<file path="config.mk">
export PLATFORM = sky130hd
export DESIGN_NAME = pipeline_hazard_ctrl
export DESIGN_NICKNAME = d
export VERILOG_FILES = /design/src/rtl/pipeline_hazard_ctrl.sv
export SDC_FILE = /design/constraint.sdc
export NUM_CORES = 1
export LEC_CHECK = 0
export ABC_CLOCK_PERIOD_IN_PS = 4800
export BUFFER_PORTS_ARGS = -buffer_cell sky130_fd_sc_hd__buf_2
export CORE_MARGIN = 2
export CORE_UTILIZATION = 35
export CTS_CLUSTER_DIAMETER = 120
export DETAILED_ROUTE_END_ITERATION = 10
export GPL_ROUTABILITY_DRIVEN = 1
export PLACE_DENSITY = 0.55
export RECOVER_POWER = 25
export REMOVE_ABC_BUFFERS = 1
export SETUP_SLACK_MARGIN = 0.5
export SLEW_MARGIN = 25
export SYNTH_ARGS = -nofsm -noshare
export SYNTH_HDL_FRONTEND = slang
export SYNTH_SLANG_ARGS = --single-unit
</file>
<file path="constraint.sdc">
create_clock -name CLK -period 4.8 [get_ports CLK]
set_input_delay 0.48 -clock CLK [delete_from_list [all_inputs] [get_ports CLK]]
set_output_delay 0.48 -clock CLK [all_outputs]
set_load 0.05 [all_outputs]
</file>
<file path="src/rtl/pipeline_hazard_ctrl.sv">
// pipeline_hazard_ctrl
// Hazard control for the five-stage MIPS pipeline. A scoreboard of in-flight
// destination registers drives the latch enable/clear pairs, the PC enable
// and the registered EX operand-forwarding selects. It also holds the
// data-memory wait FSM and a consecutive-stall watchdog.
// Optional build macro: FORWARDING_EN. When it is defined, only a load-use
// hazard stalls and the EX/MEM and MEM/WB results are forwarded. When it is
// undefined, the forward selects are tied to 0 and any scoreboard match stalls.
module pipeline_hazard_ctrl #(
  parameter int REG_AW   = 5,
  parameter int SB_DEPTH = 3,
  parameter int STALL_W  = 8
) (
  input  logic               CLK,
  input  logic               nRST,
  input  logic               id_valid,
  input  logic               id_wen,
  input  logic               id_load,
  input  logic [REG_AW-1:0]  id_rsel1,
  input  logic [REG_AW-1:0]  id_rsel2,
  input  logic [REG_AW-1:0]  id_wsel,
  input  logic               ex_branch_taken,
  input  logic               ihit,
  input  logic               dmemREN,
  input  logic               dmemWEN,
  input  logic               dhit,
  output logic               pc_en,
  output logic               ifid_en,
  output logic               ifid_sRST,
  output logic               idex_en,
  output logic               idex_sRST,
  output logic               exmem_en,
  output logic               exmem_sRST,
  output logic               memwb_en,
  output logic               memwb_sRST,
  output logic [1:0]         fwd_a,
  output logic [1:0]         fwd_b,
  output logic               rambusy,
  output logic [STALL_W-1:0] stall_cnt,
  output logic               stall_timeout
);

  typedef struct packed {
    logic              v;
    logic [REG_AW-1:0] wsel;
    logic              load;
  } sb_ent_t;

  localparam logic [0:0] RUN   = 1'b0;
  localparam logic [0:0] DWAIT = 1'b1;

  sb_ent_t             sb [SB_DEPTH];
  sb_ent_t             id_ent;
  logic [SB_DEPTH-2:0] m1, m2;
  logic                mem_req, mem_wait, raw_hit;
  logic [0:0]          state, state_nxt;

  assign mem_req  = dmemREN | dmemWEN;
  assign mem_wait = mem_req & ~dhit;
  assign rambusy  = mem_wait;

  // $0 is never a real destination, so it never enters as valid.
  assign id_ent = {id_valid & id_wen & (id_wsel != '0), id_wsel, id_load};

  // The oldest entry is written back before decode reads (write-first
  // regfile), so it is left out of the match vector.
  for (genvar k = 0; k < SB_DEPTH-1; k++) begin : g_match
    assign m1[k] = id_valid && sb[k].v && (id_rsel1 != '0) && (sb[k].wsel == id_rsel1);
    assign m2[k] = id_valid && sb[k].v && (id_rsel2 != '0) && (sb[k].wsel == id_rsel2);
  end

`ifdef FORWARDING_EN
  // Only a load in ID/EX cannot be forwarded in time: one bubble.
  assign raw_hit = (m1[0] | m2[0]) & sb[0].load;
`else
  assign raw_hit = |{m1, m2};
`endif

  // Latch controls, priority: memory wait, branch flush, RAW stall, fetch miss.
  always_comb begin
    pc_en      = 1'b1;
    ifid_en    = 1'b1;
    ifid_sRST  = 1'b0;
    idex_en    = 1'b1;
    idex_sRST  = 1'b0;
    exmem_en   = 1'b1;
    exmem_sRST = 1'b0;
    memwb_en   = 1'b1;
    memwb_sRST = 1'b0;
    if (mem_wait) begin
      pc_en      = 1'b0;
      ifid_en    = 1'b0;
      idex_en    = 1'b0;
      exmem_en   = 1'b0;
      memwb_sRST = 1'b1;
    end else if (ex_branch_taken) begin
      ifid_sRST = 1'b1;
      idex_sRST = 1'b1;
    end else if (raw_hit) begin
      pc_en     = 1'b0;
      ifid_en   = 1'b0;
      idex_sRST = 1'b1;
    end else if (!ihit) begin
      pc_en     = 1'b0;
      ifid_sRST = 1'b1;
    end
  end

  // Scoreboard: first three entries follow their pipeline latches, the rest shift.
  always_ff @(posedge CLK or negedge nRST) begin
    if (!nRST) begin
      for (int k = 0; k < SB_DEPTH; k++) sb[k] <= '0;
    end else begin
      if (idex_sRST)       sb[0] <= '0;
      else if (idex_en)    sb[0] <= id_ent;
      if (exmem_sRST)      sb[1] <= '0;
      else if (exmem_en)   sb[1] <= sb[0];
      if (memwb_sRST)      sb[2] <= '0;
      else if (memwb_en)   sb[2] <= sb[1];
      for (int k = 3; k < SB_DEPTH; k++) sb[k] <= sb[k-1];
    end
  end

`ifdef FORWARDING_EN
  logic [1:0] fwd_a_nxt, fwd_b_nxt;

  // Youngest producer wins: EX/MEM (entry 0) before MEM/WB (entry 1).
  always_comb begin
    fwd_a_nxt = m1[0] ? 2'd1 : (m1[1] ? 2'd2 : 2'd0);
    fwd_b_nxt = m2[0] ? 2'd1 : (m2[1] ? 2'd2 : 2'd0);
  end

  // Selects travel with the instruction into ID/EX; a bubble carries none.
  always_ff @(posedge CLK or negedge nRST) begin
    if (!nRST) begin
      fwd_a <= 2'd0;
      fwd_b <= 2'd0;
    end else if (idex_sRST) begin
      fwd_a <= 2'd0;
      fwd_b <= 2'd0;
    end else if (idex_en) begin
      fwd_a <= fwd_a_nxt;
      fwd_b <= fwd_b_nxt;
    end
  end
`else
  assign fwd_a = 2'd0;
  assign fwd_b = 2'd0;
`endif

  // Data-memory wait FSM next state.
  always_comb begin
    state_nxt = state;
    case (state)
      RUN:     if (mem_wait) state_nxt = DWAIT;
      DWAIT:   if (dhit || !mem_req) state_nxt = RUN;
      default: state_nxt = RUN;
    endcase
  end

  // FSM state register.
  always_ff @(posedge CLK or negedge nRST) begin
    if (!nRST) state <= RUN;
    else       state <= state_nxt;
  end

  // Consecutive-stall watchdog, saturating at all-ones.
  always_ff @(posedge CLK or negedge nRST) begin
    if (!nRST)               stall_cnt <= '0;
    else if (pc_en)          stall_cnt <= '0;
    else if (!stall_timeout) stall_cnt <= stall_cnt + STALL_W'(1);
  end

  assign stall_timeout = &stall_cnt;

  // Fields not consumed in every build configuration.
  logic unused_bits;
  assign unused_bits = ^{id_load, sb[SB_DEPTH-1], m1, m2};

endmodule
</file>
==> results.md <==
- Crit Reg-Reg Startpoint: sb[8]$_DFFE_PN0N_
- Most frequent cell after synthesis: nand2_1
- Count of final hold-check violations: 0
- Synth top cells by count: nand2_1, dfrtp_1, xnor2_1
- Overall Global Routing Usage: 0.149
- Synthesis Warnings: 0
- Top cells by area, synth: dfrtp_1, xnor2_1, nand2_1
- Worst r2r dst: stall_cnt[1]$_DFFE_PN0P_
- Drt pass-1 iters: 4
- Layout cell share with drive strength beyond 1: 0.324
- RSZ-0062 raised after global routing: no
- Placer congestion estimate: 0.807
- Largest net degree at the start of global routing: 21
- CP endpoint: pc_en
- WL/cell: 14.0 µm
- Post-synthesis xor/xnor area fraction: 0.149
- Die Wd: 67.5 µm
- Setup TNS: 0 ns
- Post-synth top area cell: dfrtp_1
- Post-CTS Resized: 0
- Slew Limit Fails: 0
- Crit end category: primary output
- Worst slew margin: 0.264
- WS Path Type: in -> out
- Num CTS Buffers: 3
- Cells along the critical path: buf_2 > or4_4 > nor2_4 > nor4_2 > a211oi_4 > a22o_2 > buf_2
- Worst-Margin Slew: 1.10 ns
- Antenna viol nets, final: 0
- Post-Synth Simple-Gate Area: 0.186
- Multiplexer area fraction after synthesis: 0.0213
- CP peak stage delay: 0.55 ns
- Post-synth top area share: 0.355
- Post-CTS setup buffer count: 0
- Initial antenna violation count: 0
- CORE AREA: 3940 µm²
- Seq cells post-synth: 20
- Avg Inst Size Synth: 9.80 µm²
- Largest family of logic cells by synthesized area: compound AO/OA/AOI/OAI gates
- Drt first-iter violations: 28
- First-pass GRT wire length: 5020 µm
- Period utilisation layout: 0.598
- Worst vdd ir: 143 µV
- Final worst path period need: 2.87 ns
- CP arrival: 2.39 ns
- TritonCTS clock tree: built
- Vias per cell: 4.97
- Synth Area in Adders: 0.00887
- R2R Setup Slk: 2.82 ns
- CTS H-Tree Depth: 1
- Setup ws final: 1.93 ns
- PwrDens: 296 nW/µm²
- Worst r2r path cells: 5
- Mapped Cells: 144
- Die H: 67.5 µm
- Post-DP HPWL: 2530 µm
- Clk_lat worst skew: 0.26 ns
- DRC errors left: 0
- Asr flop ratio synth: 1.00
- Max-cap viol count: 0
- Most used flip-flop cell after synthesis: dfrtp_1
- Post-synthesis compound-gate area fraction: 0.213
- Max stage delay cell, worst path: or4_4
- Fmax: 0.348 GHz
- N_diodes: 0
- Via count: 1138
- Num ports: 48
- Clock buffer depth: 2
- Vias in the first global route: 1048
- Die Area: 4560 µm²
- Worst slack at placement: 1.91 ns
- Gr ovfl total: 0
- Crit Path Max Fanout: 9
- CTS root buffer: clkbuf_8
- IO buf count: 40
- Most common cell on crit path: buf_2
- Library cells used by synthesis: 39
- # hold bufs at CTS: 0
- Startpoint class of the critical path: input pin
- Register area share after synthesis: 0.355
- Worst Skew: 0.00730 ns
- Drt total wl: 3210 µm
- Critical path startpoint: id_rsel1[1]
- Layout Nets: 206
- P&R area growth vs syn: 19.0%
- Final setup fails: 0
- Starting density of the core: 0.358
- Row count: 23
- CP required: 4.32 ns
- Clk slew on worst S/H paths: 0.08 ns
- Class of the worst hold path: in -> async
- Leakage power: 0.000766 µW
- EDFF count, synth: 0
- Outcome: finished, final reports clean
- Post-Syn Area: 1410 µm²
- CTS Sinks: 20
[metrics by stage]
stage | hold slack (ns) | total power (µW) | instances | instance area (µm²) | util
after floorplan | 0.184 | 289 | 135 | 1350 | -
after global placement | 0.455 | 328 | 225 | 1610 | 0.408
after detailed placement | 0.462 | 330 | 225 | 1610 | 0.408
after CTS | 0.170 | 502 | 229 | 1680 | 0.426
after global routing | 0.453 | 518 | 229 | 1680 | 0.426
final | 0.395 | 496 | 229 | 1680 | 0.426
[per-layer routing]
metal | part of all wire | vias to the layer above | track usage
met2 | 0.49 | 19 | 0.234
met5 | 0 | - | 0
met3 | 0.030 | 4 | 0.0150
li1 | - | 563 | -
met4 | 0.018 | 0 | 0.0612
met1 | 0.47 | 552 | 0.209
[sequential cells by signal, indices dropped and copies added, names as in the netlist]
name       cells
sb            12
stall_cnt      8
[how the worst min path moves through the flow]
stage                     cells after the start       start  slack [ns]                       end
after floorplan                               0        nRST        0.18        sb[10]$_DFFE_PN0N_
after global placement                        1        nRST        0.45  stall_cnt[2]$_DFFE_PN0P_
after detailed placement                      1        nRST        0.46  stall_cnt[2]$_DFFE_PN0P_
after CTS                                     1        nRST        0.17  stall_cnt[2]$_DFFE_PN0P_
after global routing                          2  id_wsel[4]        0.45        sb[19]$_DFFE_PN0P_
final                                         1        nRST        0.40  stall_cnt[2]$_DFFE_PN0P_
[kinds of logic after synthesis]
logic type	after synthesis
AOI/OAI and AO/OA	27
xor gates and xnor gates	24
adders and majority gates	1
buffers and inverters	15
DFF	20
muxes	3
other	2
and+or+nand+nor	52
[report_power, final]
| group | switching [µW] | internal [µW] |
|---|---|---|
| registers | 15.8 | 181 |
| logic | 86.3 | 42.4 |
| clock network | 59.8 | 111 |
| total | 162 | 334 |
[area by class of cell]
type / instances / area (µm²)
Fill cell: 400 / 2260
Multi-Input combinational cell: 113 / 838
Sequential cell: 20 / 500
Timing Repair Buffer: 40 / 199
Tap cell: 50 / 62.6
Clock buffer: 3 / 41.3
Clock inverter: 1 / 30.0
Inverter: 2 / 7.51
[layout by cell type, fill, tap and decap left out, drive strengths merged]
cell	count
nand4	5
inv	2
or4	2
nor2	7
ha	1
or2	1
a22o	8
o21ai	2
nor4	2
o311a	1
mux2i	3
a21oi	4
xor2	7
a211oi	2
o32ai	1
nand2b	2
o211ai	1
clkbuf	4
nand3	2
nor2b	1
and2	1
bufinv	1
o21a	1
or3	1
a2111oi	1
and3	1
xnor2	17
conb	6
a221oi	5
dfrtp	20
buf	39
nor3	1
nand2	26
o41ai	1
[critical path, delay by kind of cell]
kind,cells,cell delay (ns)
buffers and inverters,2,0.37
and+or+nand+nor,3,0.83
AOI/OAI and AO/OA,2,0.71
Power figures use the tool's default switching activity.
